==> src/rtl/issue_ctrl_pkg.sv <==
// Shared constants for the dispatch-stage issue scheduler: structure sizes,
// counter width helper and FSM state encodings.
package issue_ctrl_pkg;

    localparam int ROB_SIZE_DEF = 16;
    localparam int RS_SIZE_DEF  = 16;
    localparam int LSB_SIZE_DEF = 16;

    typedef enum logic {
        ISSUE_RUN   = 1'b0,
        ISSUE_FLUSH = 1'b1
    } issue_state_e;

    // Width of a credit counter that must hold every value 0..size
    function automatic int cnt_w(input int size);
        return $clog2(size + 1);
    endfunction

endpackage

==> src/rtl/issue_ctrl_credit_counter.sv <==
// Free-slot credit counter for one back-end structure; reports the value it
// will hold after this edge so the stall logic can look one cycle ahead.
module credit_counter
    import issue_ctrl_pkg::*;
#(
    parameter int SIZE = 16
) (
    input  logic                     clk,
    input  logic                     rst,
    input  logic                     en,
    input  logic                     take,
    input  logic                     give,
    input  logic                     reload,
    input  logic [cnt_w(SIZE)-1:0]   reload_val,
    output logic [cnt_w(SIZE)-1:0]   free,
    output logic [cnt_w(SIZE)-1:0]   free_nxt,
    output logic                     ovf
);

    localparam int CW = cnt_w(SIZE);

    logic [CW-1:0] free_q;
    logic [CW-1:0] free_d;
    logic          ovf_d;

    always_comb begin
        free_d = free_q;
        ovf_d  = 1'b0;
        if (reload) begin
            free_d = reload_val;
        end else if (take && !give) begin
            free_d = free_q - 1'b1;
        end else if (give && !take) begin
            // A release with every slot already free is a bookkeeping error upstream
            if (free_q == CW'(SIZE)) begin
                ovf_d = 1'b1;
            end else begin
                free_d = free_q + 1'b1;
            end
        end
    end

    always_ff @(posedge clk) begin
        if (rst) begin
            free_q <= CW'(SIZE);
        end else if (en) begin
            free_q <= free_d;
        end
    end

    assign free     = free_q;
    assign free_nxt = en ? free_d : free_q;
    assign ovf      = en & ovf_d;

endmodule

==> src/rtl/issue_ctrl.sv <==
// Credit-based issue scheduler: grants one dispatch per cycle when ROB and the
// target RS/LSB have room, back-pressures fetch, and recovers credits on flush.
module issue_ctrl
    import issue_ctrl_pkg::*;
#(
    parameter int ROB_SIZE     = ROB_SIZE_DEF,
    parameter int RS_SIZE      = RS_SIZE_DEF,
    parameter int LSB_SIZE     = LSB_SIZE_DEF,
    parameter int STALL_MARGIN = 2,
    parameter int FLUSH_CYCLES = 2
) (
    input  logic                         clk,
    input  logic                         rst,
    input  logic                         rdy,
    input  logic                         issue_valid,
    input  logic                         issue_is_nop,
    input  logic                         issue_is_ls,
    input  logic                         rob_commit,
    input  logic                         rs_release,
    input  logic                         lsb_release,
    input  logic                         misbranch_flag,
    input  logic [cnt_w(LSB_SIZE)-1:0]   lsb_kept,
    output logic                         issue_grant,
    output logic                         stall_to_if,
    output logic                         flushing,
    output logic [cnt_w(ROB_SIZE)-1:0]   rob_free,
    output logic [cnt_w(RS_SIZE)-1:0]    rs_free,
    output logic [cnt_w(LSB_SIZE)-1:0]   lsb_free,
    output logic                         ovf_err
);

    localparam int RBW = cnt_w(ROB_SIZE);
    localparam int RSW = cnt_w(RS_SIZE);
    localparam int LBW = cnt_w(LSB_SIZE);
    localparam int FCW = (FLUSH_CYCLES > 1) ? $clog2(FLUSH_CYCLES) : 1;

    issue_state_e   state_q, state_d;
    logic [FCW-1:0] fcnt_q, fcnt_d;
    logic           stall_q, stall_d;
    logic           ovf_q, ovf_d;

    logic           run, reload;
    logic [RBW-1:0] rob_nxt;
    logic [RSW-1:0] rs_nxt;
    logic [LBW-1:0] lsb_nxt, lsb_reload;
    logic           rob_ovf, rs_ovf, lsb_ovf;

    assign run    = (state_q == ISSUE_RUN);
    assign reload = rdy & misbranch_flag;

    // Stores kept past the flush still occupy LSB slots; clamp bogus counts to empty
    assign lsb_reload = (lsb_kept > LBW'(LSB_SIZE)) ? '0 : LBW'(LSB_SIZE) - lsb_kept;

    always_ff @(posedge clk) begin
        if (rst) begin
            state_q <= ISSUE_RUN;
            fcnt_q  <= '0;
            stall_q <= 1'b0;
            ovf_q   <= 1'b0;
        end else begin
            state_q <= state_d;
            fcnt_q  <= fcnt_d;
            stall_q <= stall_d;
            ovf_q   <= ovf_d;
        end
    end

    always_comb begin
        state_d = state_q;
        fcnt_d  = fcnt_q;
        if (rdy) begin
            if (misbranch_flag) begin
                state_d = ISSUE_FLUSH;
                fcnt_d  = FCW'(FLUSH_CYCLES - 1);
            end else if (state_q == ISSUE_FLUSH) begin
                if (fcnt_q == '0) begin
                    state_d = ISSUE_RUN;
                end else begin
                    fcnt_d = fcnt_q - 1'b1;
                end
            end
        end
    end

    always_comb begin
        issue_grant = rdy & run & issue_valid & !issue_is_nop & !misbranch_flag
                    & (rob_free != '0)
                    & (issue_is_ls ? (lsb_free != '0) : (rs_free != '0));
        flushing    = (state_q == ISSUE_FLUSH);
        stall_d     = stall_q;
        if (rdy) begin
            stall_d = (32'(rob_nxt) <= STALL_MARGIN) | (32'(rs_nxt) <= STALL_MARGIN)
                    | (32'(lsb_nxt) <= STALL_MARGIN) | (state_d == ISSUE_FLUSH);
        end
        ovf_d = ovf_q | rob_ovf | rs_ovf | lsb_ovf;
    end

    credit_counter #(.SIZE(ROB_SIZE)) u_rob (
        .clk(clk), .rst(rst), .en(rdy),
        .take(issue_grant), .give(rob_commit & run & !misbranch_flag),
        .reload(reload), .reload_val(RBW'(ROB_SIZE)),
        .free(rob_free), .free_nxt(rob_nxt), .ovf(rob_ovf)
    );

    credit_counter #(.SIZE(RS_SIZE)) u_rs (
        .clk(clk), .rst(rst), .en(rdy),
        .take(issue_grant & !issue_is_ls), .give(rs_release & run & !misbranch_flag),
        .reload(reload), .reload_val(RSW'(RS_SIZE)),
        .free(rs_free), .free_nxt(rs_nxt), .ovf(rs_ovf)
    );

    // LSB drains keep returning credits during FLUSH
    credit_counter #(.SIZE(LSB_SIZE)) u_lsb (
        .clk(clk), .rst(rst), .en(rdy),
        .take(issue_grant & issue_is_ls), .give(lsb_release & !misbranch_flag),
        .reload(reload), .reload_val(lsb_reload),
        .free(lsb_free), .free_nxt(lsb_nxt), .ovf(lsb_ovf)
    );

    assign stall_to_if = stall_q;
    assign ovf_err     = ovf_q;

endmodule

==> config.mk <==
export PLATFORM = sky130hd
export DESIGN_NAME = issue_ctrl
export DESIGN_NICKNAME = d
export VERILOG_FILES = /design/src/rtl/issue_ctrl_pkg.sv /design/src/rtl/issue_ctrl_credit_counter.sv /design/src/rtl/issue_ctrl.sv
export SDC_FILE = /design/constraint.sdc
export NUM_CORES = 1
export LEC_CHECK = 0
export CORE_MARGIN = 5
export CORE_UTILIZATION = 45
export CTS_CLUSTER_DIAMETER = 30
export DETAILED_ROUTE_END_ITERATION = 10
export PLACE_DENSITY_LB_ADDON = 0.2
export SETUP_SLACK_MARGIN = 0.05
export SLEW_MARGIN = 20
export SYNTH_ARGS = -nofsm -noshare
export SYNTH_HDL_FRONTEND = slang
export SYNTH_SLANG_ARGS = --single-unit
==> constraint.sdc <==
create_clock -name clk -period 2.4 [get_ports clk]
set_input_delay 0.24 -clock clk [delete_from_list [all_inputs] [get_ports clk]]
set_output_delay 0.24 -clock clk [all_outputs]
set_load 0.02 [all_outputs]
==> reports/metrics.yaml, run 1 <==
hpwl_um: 4065
worst_slew_pin_slew_ps: 773.6
post_synth.cell_area_avg_sq_um: 7.674
commonest_non_fill_non_tap_cell_in_the_layout: "sky130_fd_sc_hd__buf_4"
fin_cells: 354
crit_arrival_ps: 2670
floorplan.core_area_sq_um: 3633
drv_cap: 0
io_buffer_count: 33
cp_data_required_time_ps: 2530
route.final.wire_length_um: 5772
clock_insertion_delay_worst_skew_ps: 260
yosysUniqueCellTypes: 62
yosysWarningCount: 0
static-leakage-power_nw: 1.122
timing_hold_violations_final: 0
grt_setup_unrepaired: "true"
dpl.cell_count: 346
globalRouteMet1Util_pct: 30.28
finalWeightedCongestion: 0.9294
crit_fanout: 7
number_of_antenna_repair_diodes: 0
ys_seq_elements: 19
global_route.usage.total_pct: 22.53
worst_r2r_endpoint: "stall_to_if$_SDFFE_PP0P_"
setup.worst_path.start_class: "flop"
global_route.peak_usage_layer: "met2"
power.density_cell_area_nw_per_um2: 331.0
numCtsBuffers: 3
synth_async_sr_flop_share_pct: 0
crit_path_slowest_cell: "sky130_fd_sc_hd__or4b_4"
finalClockSkew_ps: 6.077
row_count: 22
crit_chain: "inv_4 -> ha_4 -> or4b_4 -> and3_4 -> a211oi_2 -> and3_1 -> nor4_1 -> or3b_2 -> nand3_2 -> a41oi_2"
first_pass_iters: 5
setup_viol: 1
vdd_ir_drop_max_mv: 0.2370
gr-usage-met2_pct: 35.94
detail_route.vias_per_cell: 5.890
detailedRoute.firstIterationViolations: 247
final_max_slew_viol_count: 0
synth-edff-count: 0
timing.final.ws_setup_ps: -134.0
post-place-ws_ps: -279.4
total_global_routing_overflow: 0
ys.flop_type: "sky130_fd_sc_hd__dfxtp_1"
cts.reportedPaths.clkPinSlew_ps: 80
synth_cells: 218
final_cell_mix: "58 x sky130_fd_sc_hd__buf_4, 32 x sky130_fd_sc_hd__clkdlybuf4s50_1, 23 x sky130_fd_sc_hd__nor2_1"
worst_path_largest_cell_delay_ps: 470
drive_gt1_share_pct: 37.25
antenna_violation_net_count_after_detailed_routing: 0
crit_type: "flop to flop"
residual_drc: 0
ff2ff_setup_slack_ps: -130
power.total_uw: 907.3
hold_class: "flop to flop"
design.portCount: 34
antenna_found_initial: 0
post_layout_inst_area_sq_um: 2741
start_util_pct: 46.04
grt_pass1_vias: 2014
fp.dieArea_sq_um: 5037
failed_checks: "setup timing"
num_clock_sinks: 19
detail_routed_net_length_per_standard_cell_um: 16.31
area_of_the_mapped_netlist_sq_um: 1673
min_period_over_period_pct: 105.6
grt_start_max_net_pins: 20
worst_slew_margin_rel_pct: 48.27
detailroute.via_count: 2085
rr_startpoint: "u_rob.free[1]$_SDFF_PP0_"
synth_nets: 243
max_freq_mhz: 394.6
cts_tree: "yes"
worstSetupEndpointType: "flop"
run_status: "finished with violations"
area_growth_pct: 63.87
globalRouteMet3Util_pct: 3.693
global_route_wire_length_before_repair_um: 9273
hold-worst-slack_ps: 474.3
clockRootBuffer: "sky130_fd_sc_hd__clkbuf_8"
timing.final.crit_period_ps: 2534
crit_start: "u_rob.free[1]$_SDFF_PP0_"
cts-hold-fix-buffers: 0
die_h_um: 70.97
cts_htree_levels: 1
post_dp_cell_area_sq_um: 2471
clk_path_buf_depth: 2
synth_sequential_area_ratio_pct: 22.74
num-nets-final: 332
reg2regPathDepth: 10
dieWidth_um: 70.97
cp-endpoint: "stall_to_if$_SDFFE_PP0P_"
-- final cells by class --
class                      count  area (sq um)
clock buffer                   3         41.29
clock inverter                 1         5.005
fill                         275         892.1
inverter                      13         53.80
multi-input combinational    179          1425
sequential                    19         391.6
tap                           48         60.06
timing repair buffer          91         764.5
-- report_power, final --
group / switching (mW) / internal, mW
Sequential: 0.00877 / 0.326
Combinational: 0.174 / 0.163
Clock: 0.120 / 0.116
Total: 0.303 / 0.605
-- critical path, delay by kind of cell (launching register included) --
kind / cells / cell delay (ps)
AOI/OAI and AO/OA: 2 / 350
and+or+nand+nor: 6 / 1520
adders and majority gates: 1 / 130
DFF: 1 / 360
buffers and inverters: 1 / 60
-- routing by layer --
metal	share of wire [%]	routed length (um)
met1	44	2565
met2	46	2652
met3	6.6	383
met4	3.0	172
met5	0	0
-- sequential cells by signal, indices dropped and copies added, names as in the netlist --
register     cells
u_lsb.free       5
ovf_err          1
flushing         1
u_rob.free       5
stall_to_if      1
u_rs.free        5
fcnt_q           1
-- logic make-up (layout without fill, tap and decap cells) --
family,count (synthesis),after routing,share of synthesized area [%]
AOI/OAI and AO/OA,57,57,25.80
xor gates and xnor gates,2,2,1.047
adders and majority gates,10,10,7.479
buffers and inverters,21,108,5.235
DFF,19,19,22.74
muxes,9,9,5.535
and+or+nand+nor,100,101,32.16
-- worst min path at each step --
stage	startpoint	end	slack [ps]	cells after the start
after floorplan	fcnt_q$_SDFFE_PP0P_	fcnt_q$_SDFFE_PP0P_	450	2
after global placement	ovf_err$_SDFF_PP0_	ovf_err$_SDFF_PP0_	450	2
after detailed placement	ovf_err$_SDFF_PP0_	ovf_err$_SDFF_PP0_	460	2
after CTS	fcnt_q$_SDFFE_PP0P_	fcnt_q$_SDFFE_PP0P_	480	2
after global routing	fcnt_q$_SDFFE_PP0P_	fcnt_q$_SDFFE_PP0P_	510	2
final	ovf_err$_SDFF_PP0_	ovf_err$_SDFF_PP0_	470	2
-- through the flow --
stage / setup TNS, ps / util (%)
2_1_floorplan: -104.9 / -
3_3_place_gp: -247.5 / 68.01
3_5_place_dp: -412.4 / 68.01
4_1_cts: -226.1 / 72.45
5_1_grt: -262.8 / 75.45
6_report: -134.0 / 75.45
-- timing repair --
action | CTS | global route
setup buffers | 4 | 1
resized for setup | 18 | 22
pin swaps | 11 | 9
cloned | 1 | 0
setup endpoints to repair | 10 | 11
-- cells in the mapped netlist (2+ instances only) --
master / instances / area (sq um)
sky130_fd_sc_hd__nand2_1: 17 / 63.81
sky130_fd_sc_hd__xnor2_1: 2 / 17.52
sky130_fd_sc_hd__nand2b_1: 4 / 25.02
sky130_fd_sc_hd__mux2i_1: 7 / 70.07
sky130_fd_sc_hd__o211ai_1: 2 / 15.01
sky130_fd_sc_hd__inv_1: 13 / 48.80
sky130_fd_sc_hd__nor2_1: 26 / 97.59
sky130_fd_sc_hd__and2_1: 2 / 12.51
sky130_fd_sc_hd__o31ai_1: 2 / 15.01
sky130_fd_sc_hd__clkbuf_1: 6 / 22.52
sky130_fd_sc_hd__nor4_1: 2 / 12.51
sky130_fd_sc_hd__o21ai_0: 5 / 25.02
sky130_fd_sc_hd__a22o_1: 2 / 17.52
sky130_fd_sc_hd__nor3_1: 7 / 35.03
sky130_fd_sc_hd__nand3_1: 10 / 50.05
sky130_fd_sc_hd__dfxtp_1: 19 / 380.4
sky130_fd_sc_hd__nand4_1: 3 / 18.77
sky130_fd_sc_hd__and2_2: 3 / 22.52
sky130_fd_sc_hd__a22oi_1: 2 / 15.01
sky130_fd_sc_hd__a211oi_1: 2 / 15.01
sky130_fd_sc_hd__nor4b_1: 3 / 26.28
sky130_fd_sc_hd__ha_1: 10 / 125.1
sky130_fd_sc_hd__a21oi_1: 14 / 70.07
sky130_fd_sc_hd__and3_4: 3 / 33.78
sky130_fd_sc_hd__mux2_2: 2 / 22.52
sky130_fd_sc_hd__a31oi_1: 2 / 12.51
sky130_fd_sc_hd__or4_1: 2 / 15.01
sky130_fd_sc_hd__nor2b_1: 7 / 43.79
sky130_fd_sc_hd__o22ai_1: 3 / 18.77
sky130_fd_sc_hd__and3_1: 4 / 25.02
No activity file was read; power rests on OpenSTA's default activity.
==> inputs of run 2 (changes only) <==
CORE_ASPECT_RATIO = 1.2   (was unset)
==> reports/metrics.yaml, run 2 (synthesis gave the netlist of run 1 again) <==
worst_path_largest_cell_delay_ps: 470  # about the same
min_to: "ovf_err$_SDFF_PP0_"
clk_path_buf_depth: 2  # unchanged
cts_tree: "yes"
worstSetupEndpointType: "flop"
dieWidth_um: 65.66  # -7.5%
cts.reportedPaths.clkPinSlew_ps: 70  # about the same
route.final.wire_length_um: 5535  # -4.1%
reg2regPathDepth: 10  # unchanged
floorplan.core_area_sq_um: 3603  # -0.83%
timing.final.ws_setup_ps: -187.4  # -53.42 ps
residual_drc: 0  # unchanged
setup_tns_ps: -298.9  # -164.9 ps
grt_start_max_net_pins: 20  # unchanged
setup_viol: 4  # +3
number_of_antenna_repair_diodes: 0  # unchanged
worst-path-buf-inv: 1  # unchanged
dpl.cell_count: 336  # -2.9%
static-leakage-power_nw: 1.117  # -0.42%
detail_route.vias_per_cell: 5.830  # -1.0%
num-nets-final: 334  # +0.60%
row_count: 24  # +9.1%
hold_class: "flop to flop"
ff2ff_setup_slack_ps: -190  # -50 ps
total_global_routing_overflow: 0  # unchanged
max_freq_mhz: 386.5  # -2.1%
num_clock_sinks: 19  # unchanged
design.portCount: 34  # unchanged
numCtsBuffers: 3  # unchanged
worst_slew_pin_slew_ps: 763.5  # -10.08 ps
finalWeightedCongestion: 0.9940  # +7.0%
clock_insertion_delay_worst_skew_ps: 260  # about the same
grt_setup_unrepaired: "true"
detail_routed_net_length_per_standard_cell_um: 15.95  # -2.2%
fin_cells: 347  # -2.0%
gr-usage-met2_pct: 36.81  # +0.87 points
clockRootBuffer: "sky130_fd_sc_hd__clkbuf_8"
drv_cap: 0  # unchanged
start_util_pct: 46.42  # +0.38 points
worst_slew_margin_rel_pct: 48.94  # +0.67 points
commonest_non_fill_non_tap_cell_in_the_layout: "sky130_fd_sc_hd__buf_4"
grt_pass1_vias: 1878  # -6.8%
antenna_violation_net_count_after_detailed_routing: 0  # unchanged
power.density_cell_area_nw_per_um2: 332.4  # +0.44%
cts_htree_levels: 1  # unchanged
vdd_ir_drop_max_mv: 0.2635  # +11%
drive_gt1_share_pct: 34.74  # -2.5 points
critical_path_cell_count: 10  # unchanged
timing_hold_violations_final: 0  # unchanged
die_h_um: 76.79  # +8.2%
area_growth_pct: 59.84
global_route.usage.total_pct: 21.99  # -0.54 points
failed_checks: "setup timing"
min-delay-start: "ovf_err$_SDFF_PP0_"
timing.final.crit_period_ps: 2587  # +53.42 ps
worst_r2r_endpoint: "stall_to_if$_SDFFE_PP0P_"
min_path_cells: 2  # unchanged
global_route_wire_length_before_repair_um: 8838  # -4.7%
detailroute.via_count: 2023  # -3.0%
detailedRoute.firstIterationViolations: 172  # -30%
io_buffer_count: 33  # unchanged
crit_chain: "inv_4 -> ha_4 -> or4b_4 -> and3_2 -> a211oi_2 -> and3_1 -> nor4_1 -> or3b_2 -> nand3_2 -> a41oi_2"
cts-hold-fix-buffers: 0  # unchanged
final_max_slew_viol_count: 0  # unchanged
crit_path_slowest_cell: "sky130_fd_sc_hd__or3b_2"
crit_fanout: 6  # -1
first_pass_iters: 4  # -1
globalRouteMet1Util_pct: 28.76  # -1.5 points
crit_type: "flop to flop"
fp.dieArea_sq_um: 5042  # +0.11%
setup.worst_path.start_class: "flop"
global_route.peak_usage_layer: "met2"
rr_startpoint: "u_rob.free[1]$_SDFF_PP0_"
crit_arrival_ps: 2720  # +50 ps
min_period_over_period_pct: 107.8  # +2.2 points
final_cell_mix: "60 x sky130_fd_sc_hd__buf_4, 32 x sky130_fd_sc_hd__clkdlybuf4s50_1, 24 x sky130_fd_sc_hd__nor2_1"
finalClockSkew_ps: 4.748  # -1.330 ps
fillers: 286  # +4.0%
hpwl_um: 4134  # +1.7%
globalRouteMet3Util_pct: 2.485  # -1.2 points
antenna_found_initial: 0  # unchanged
run_status: "finished with violations"
cp_data_required_time_ps: 2540  # about the same
cp_top_family: "simple AND/OR/NAND/NOR gates"
power.total_uw: 888.8  # -2.0%
run 2: area by class of cell:
cell class,instances,area [sq um],share of cell area [%]
multi-input combinational,179,1354,50.63
sequential,19,391.6,14.65
tap,39,48.80,1.825
clock buffer,3,41.29,1.544
clock inverter,1,5.005,0.1872
inverter,13,53.80,2.012
timing repair buffer,93,779.5,29.15
run 2: worst register-to-register path, cell delays in order, from the launching register on:
cell                       delay, ps
sky130_fd_sc_hd__dfxtp_4         360
sky130_fd_sc_hd__inv_4            60
sky130_fd_sc_hd__ha_4            130
sky130_fd_sc_hd__or4b_4          460
sky130_fd_sc_hd__and3_2          270
sky130_fd_sc_hd__a211oi_2        240
sky130_fd_sc_hd__and3_1          210
sky130_fd_sc_hd__nor4_1           50
sky130_fd_sc_hd__or3b_2          470
sky130_fd_sc_hd__nand3_2         100
sky130_fd_sc_hd__a41oi_2         110
run 2: through the flow:
stage	hold slack, ps	util, %	cell area [sq um]	setup slack, ps
5_1_grt	512.7	74.20	2674	-296.1
3_5_place_dp	465.7	68.06	2452	-293.4
2_1_floorplan	446.1	-	1707	-104.9
4_1_cts	482.2	70.59	2544	-161.7
6_report	473.2	74.20	2674	-187.4
3_3_place_gp	451.8	68.06	2452	-221.9
run 2: per-layer routing:
layer | wire length [um] | vias up
met1 | 2464 | 941
met2 | 2694 | 71
met4 | 110 | 0
met5 | 0 | -
met3 | 266 | 11
li1 | - | 1000
run 2: repair_timing:
item | in CTS | in global routing
gates cloned | 0 | 1
resized for setup | 9 | 17
pin swaps | 1 | 4
endpoints found under the setup margin | 10 | 9
buffers inserted | 0 | 6
run 2: worst max-delay path by stage:
| stage | to | startpoint |
|---|---|---|
| floorplan | stall_to_if$_SDFFE_PP0P_ | u_rob.free[1]$_SDFF_PP0_ |
| global route | stall_to_if$_SDFFE_PP0P_ | u_rob.free[1]$_SDFF_PP0_ |
| detailed placement | stall_to_if$_SDFFE_PP0P_ | u_lsb.free[0]$_SDFF_PP0_ |
| global placement | stall_to_if$_SDFFE_PP0P_ | misbranch_flag |
| CTS | stall_to_if$_SDFFE_PP0P_ | u_rob.free[1]$_SDFF_PP0_ |
| finish | stall_to_if$_SDFFE_PP0P_ | u_rob.free[1]$_SDFF_PP0_ |
run 2: power by group:
group	internal, mW	total (mW)	leakage, nW	switching, mW
combinational	0.159	0.327	0.934	0.168
clock	0.116	0.228	0.0255	0.112
sequential	0.326	0.334	0.158	0.00756
==> inputs of run 3 (changes only) <==
CAP_MARGIN = 20   (was unset)
PLACE_DENSITY = 0.82   (was unset)
PLACE_DENSITY_LB_ADDON = unset   (was 0.2)
==> reports/metrics.yaml, run 3 (synthesis gave the netlist of run 1 again) <==
run_status: "finished with violations"
failed_checks: "setup timing"
crit_path_slowest_cell: "sky130_fd_sc_hd__or4b_4"
global_route.usage.total_pct: 22.54  # +0.55 points
hold_class: "flop to flop"
clk_path_buf_depth: 2  # unchanged
cts.reportedPaths.clkPinSlew_ps: 70  # about the same
timing.final.ws_setup_ps: -241.4  # -53.96 ps
reg2regPathDepth: 11  # +1
clock_insertion_delay_worst_skew_ps: 270  # about the same
antenna_found_initial: 0  # unchanged
min_path_cells: 2  # unchanged
commonest_non_fill_non_tap_cell_in_the_layout: "sky130_fd_sc_hd__buf_4"
first_pass_iters: 5  # +1
timing.final.crit_period_ps: 2641  # +53.96 ps
worst_slew_pin_slew_ps: 679.6  # -83.87 ps
drive_gt1_share_pct: 33.77  # -0.97 points
grt_pass1_vias: 2063  # +9.9%
worst_slew_margin_rel_pct: 54.55  # +5.6 points
setup.worst_path.start_class: "flop"
numCtsBuffers: 3  # unchanged
clockRootBuffer: "sky130_fd_sc_hd__clkbuf_8"
drv_cap: 0  # unchanged
max_freq_mhz: 378.6  # -2.0%
finalClockSkew_ps: 6.227  # +1.479 ps
num-nets-final: 331  # -0.90%
worst_path_largest_cell_delay_ps: 470  # about the same
finalWeightedCongestion: 0.9850  # -0.91%
detailroute.via_count: 2069  # +2.3%
seq_area_sq_um: 391.6  # unchanged
final_cell_mix: "56 x sky130_fd_sc_hd__buf_4, 32 x sky130_fd_sc_hd__clkdlybuf4s50_1, 24 x sky130_fd_sc_hd__nor2_1"
final_max_slew_viol_count: 0  # unchanged
multi_input_comb_area_sq_um: 1341  # -0.92%
detail_routed_net_length_per_standard_cell_um: 16.19  # +1.5%
worstSetupEndpointType: "flop"
start_util_pct: 46.42  # unchanged
power.density_cell_area_nw_per_um2: 338.1  # +1.7%
hpwl_um: 4150  # +0.38%
area_growth_pct: 57.97
grt_setup_unrepaired: "true"
die_h_um: 76.79  # unchanged
row_count: 24  # unchanged
antenna_violation_net_count_after_detailed_routing: 0  # unchanged
global_route_wire_length_before_repair_um: 9177  # +3.8%
min_period_over_period_pct: 110.1  # +2.2 points
cts_tree: "yes"
static-leakage-power_nw: 1.097  # -1.8%
fp.dieArea_sq_um: 5042  # unchanged
detailedRoute.firstIterationViolations: 208  # +21%
crit_arrival_ps: 2780  # +60 ps
io_buffer_count: 33  # unchanged
crit_type: "flop to flop"
num_clock_sinks: 19  # unchanged
dieWidth_um: 65.66  # unchanged
cp_data_required_time_ps: 2540  # about the same
worst-path-buf-inv: 2  # +1
crit_fanout: 7  # +1
vdd_ir_drop_max_mv: 0.3267  # +24%
critical_path_cell_count: 11  # +1
floorplan.core_area_sq_um: 3603  # unchanged
design.portCount: 34  # unchanged
route.final.wire_length_um: 5571  # +0.65%
residual_drc: 0  # unchanged
number_of_antenna_repair_diodes: 0  # unchanged
grt_start_max_net_pins: 20  # unchanged
power.total_uw: 893.5  # +0.52%
post_dp_cell_area_sq_um: 2445  # -0.31%
cp_top_family: "simple AND/OR/NAND/NOR gates"
fillers: 264  # -7.7%
post_layout_inst_area_sq_um: 2643  # -1.2%
setup_viol: 3  # -1
cts_htree_levels: 1  # unchanged
crit_chain: "inv_4 -> ha_4 -> or4b_4 -> and3_4 -> buf_4 -> and2_4 -> or4_1 -> o311ai_1 -> a22oi_1 -> o2111ai_1 -> a41oi_2"
detail_route.vias_per_cell: 6.015  # +3.2%
timing_hold_violations_final: 0  # unchanged
total_global_routing_overflow: 0  # unchanged
==> run 3: area by class of cell <==
class | instances | share of cell area [%]
Clock inverter | 1 | 0.1894
Tap cell | 39 | 1.847
Timing Repair Buffer | 90 | 28.79
Inverter | 13 | 2.036
Sequential cell | 19 | 14.82
Clock buffer | 3 | 1.563
Multi-Input combinational cell | 179 | 50.76
==> run 3: worst reg2reg max path, cell delays in order, from the launching register on <==
cell,delay [ps]
sky130_fd_sc_hd__dfxtp_4,350
sky130_fd_sc_hd__inv_4,60
sky130_fd_sc_hd__ha_4,130
sky130_fd_sc_hd__or4b_4,470
sky130_fd_sc_hd__and3_4,220
sky130_fd_sc_hd__buf_4,140
sky130_fd_sc_hd__and2_4,140
sky130_fd_sc_hd__or4_1,460
sky130_fd_sc_hd__o311ai_1,90
sky130_fd_sc_hd__a22oi_1,160
sky130_fd_sc_hd__o2111ai_1,160
sky130_fd_sc_hd__a41oi_2,150
==> run 3: worst paths after layout <==
path                                                  to  slack, ps                startpoint
worst max-delay path            stall_to_if$_SDFFE_PP0P_       -240  u_rob.free[1]$_SDFF_PP0_
worst min-delay path                  ovf_err$_SDFF_PP0_        480        ovf_err$_SDFF_PP0_
worst max register to register  stall_to_if$_SDFFE_PP0P_       -240  u_rob.free[1]$_SDFF_PP0_
worst min register to register        ovf_err$_SDFF_PP0_        480        ovf_err$_SDFF_PP0_
==> run 3: where the power goes <==
| group | internal [mW] | leakage, nW | total [mW] | switching [mW] |
|---|---|---|---|---|
| sequential | 0.326 | 0.158 | 0.334 | 0.00768 |
| clock | 0.116 | 0.0255 | 0.231 | 0.115 |
| combinational | 0.159 | 0.914 | 0.329 | 0.169 |
==> run 3: metrics by stage <==
stage	setup TNS (ps)	std cells	worst slack [ps]	hold slack [ps]	util [%]
floorplan	-104.9	218	-104.9	446.1	-
global placement	-169.6	335	-169.6	451.3	67.85
detailed placement	-337.2	335	-260.3	470.1	67.85
CTS	-261.2	340	-205.1	486.3	70.17
global route	-788.5	344	-317.4	509.9	73.33
finish	-407.7	344	-241.4	480.3	73.33
==> run 3: repair_timing <==
action,in CTS,in global routing
hold buffers,0,0
gates cloned,1,0
pin swaps,1,8
setup endpoints to repair,7,13
buffers inserted,0,4
resized for setup,8,19
==> run 3: layer usage <==
| metal | global-route usage, % | vias to the layer above | part of all wire, % |
|---|---|---|---|
| met5 | 0 | - | 0 |
| met4 | 10.58 | 0 | 2.6 |
| met3 | 2.193 | 16 | 5.6 |
| met2 | 37.21 | 86 | 49 |
| met1 | 28.81 | 975 | 43 |
| li1 | - | 992 | - |
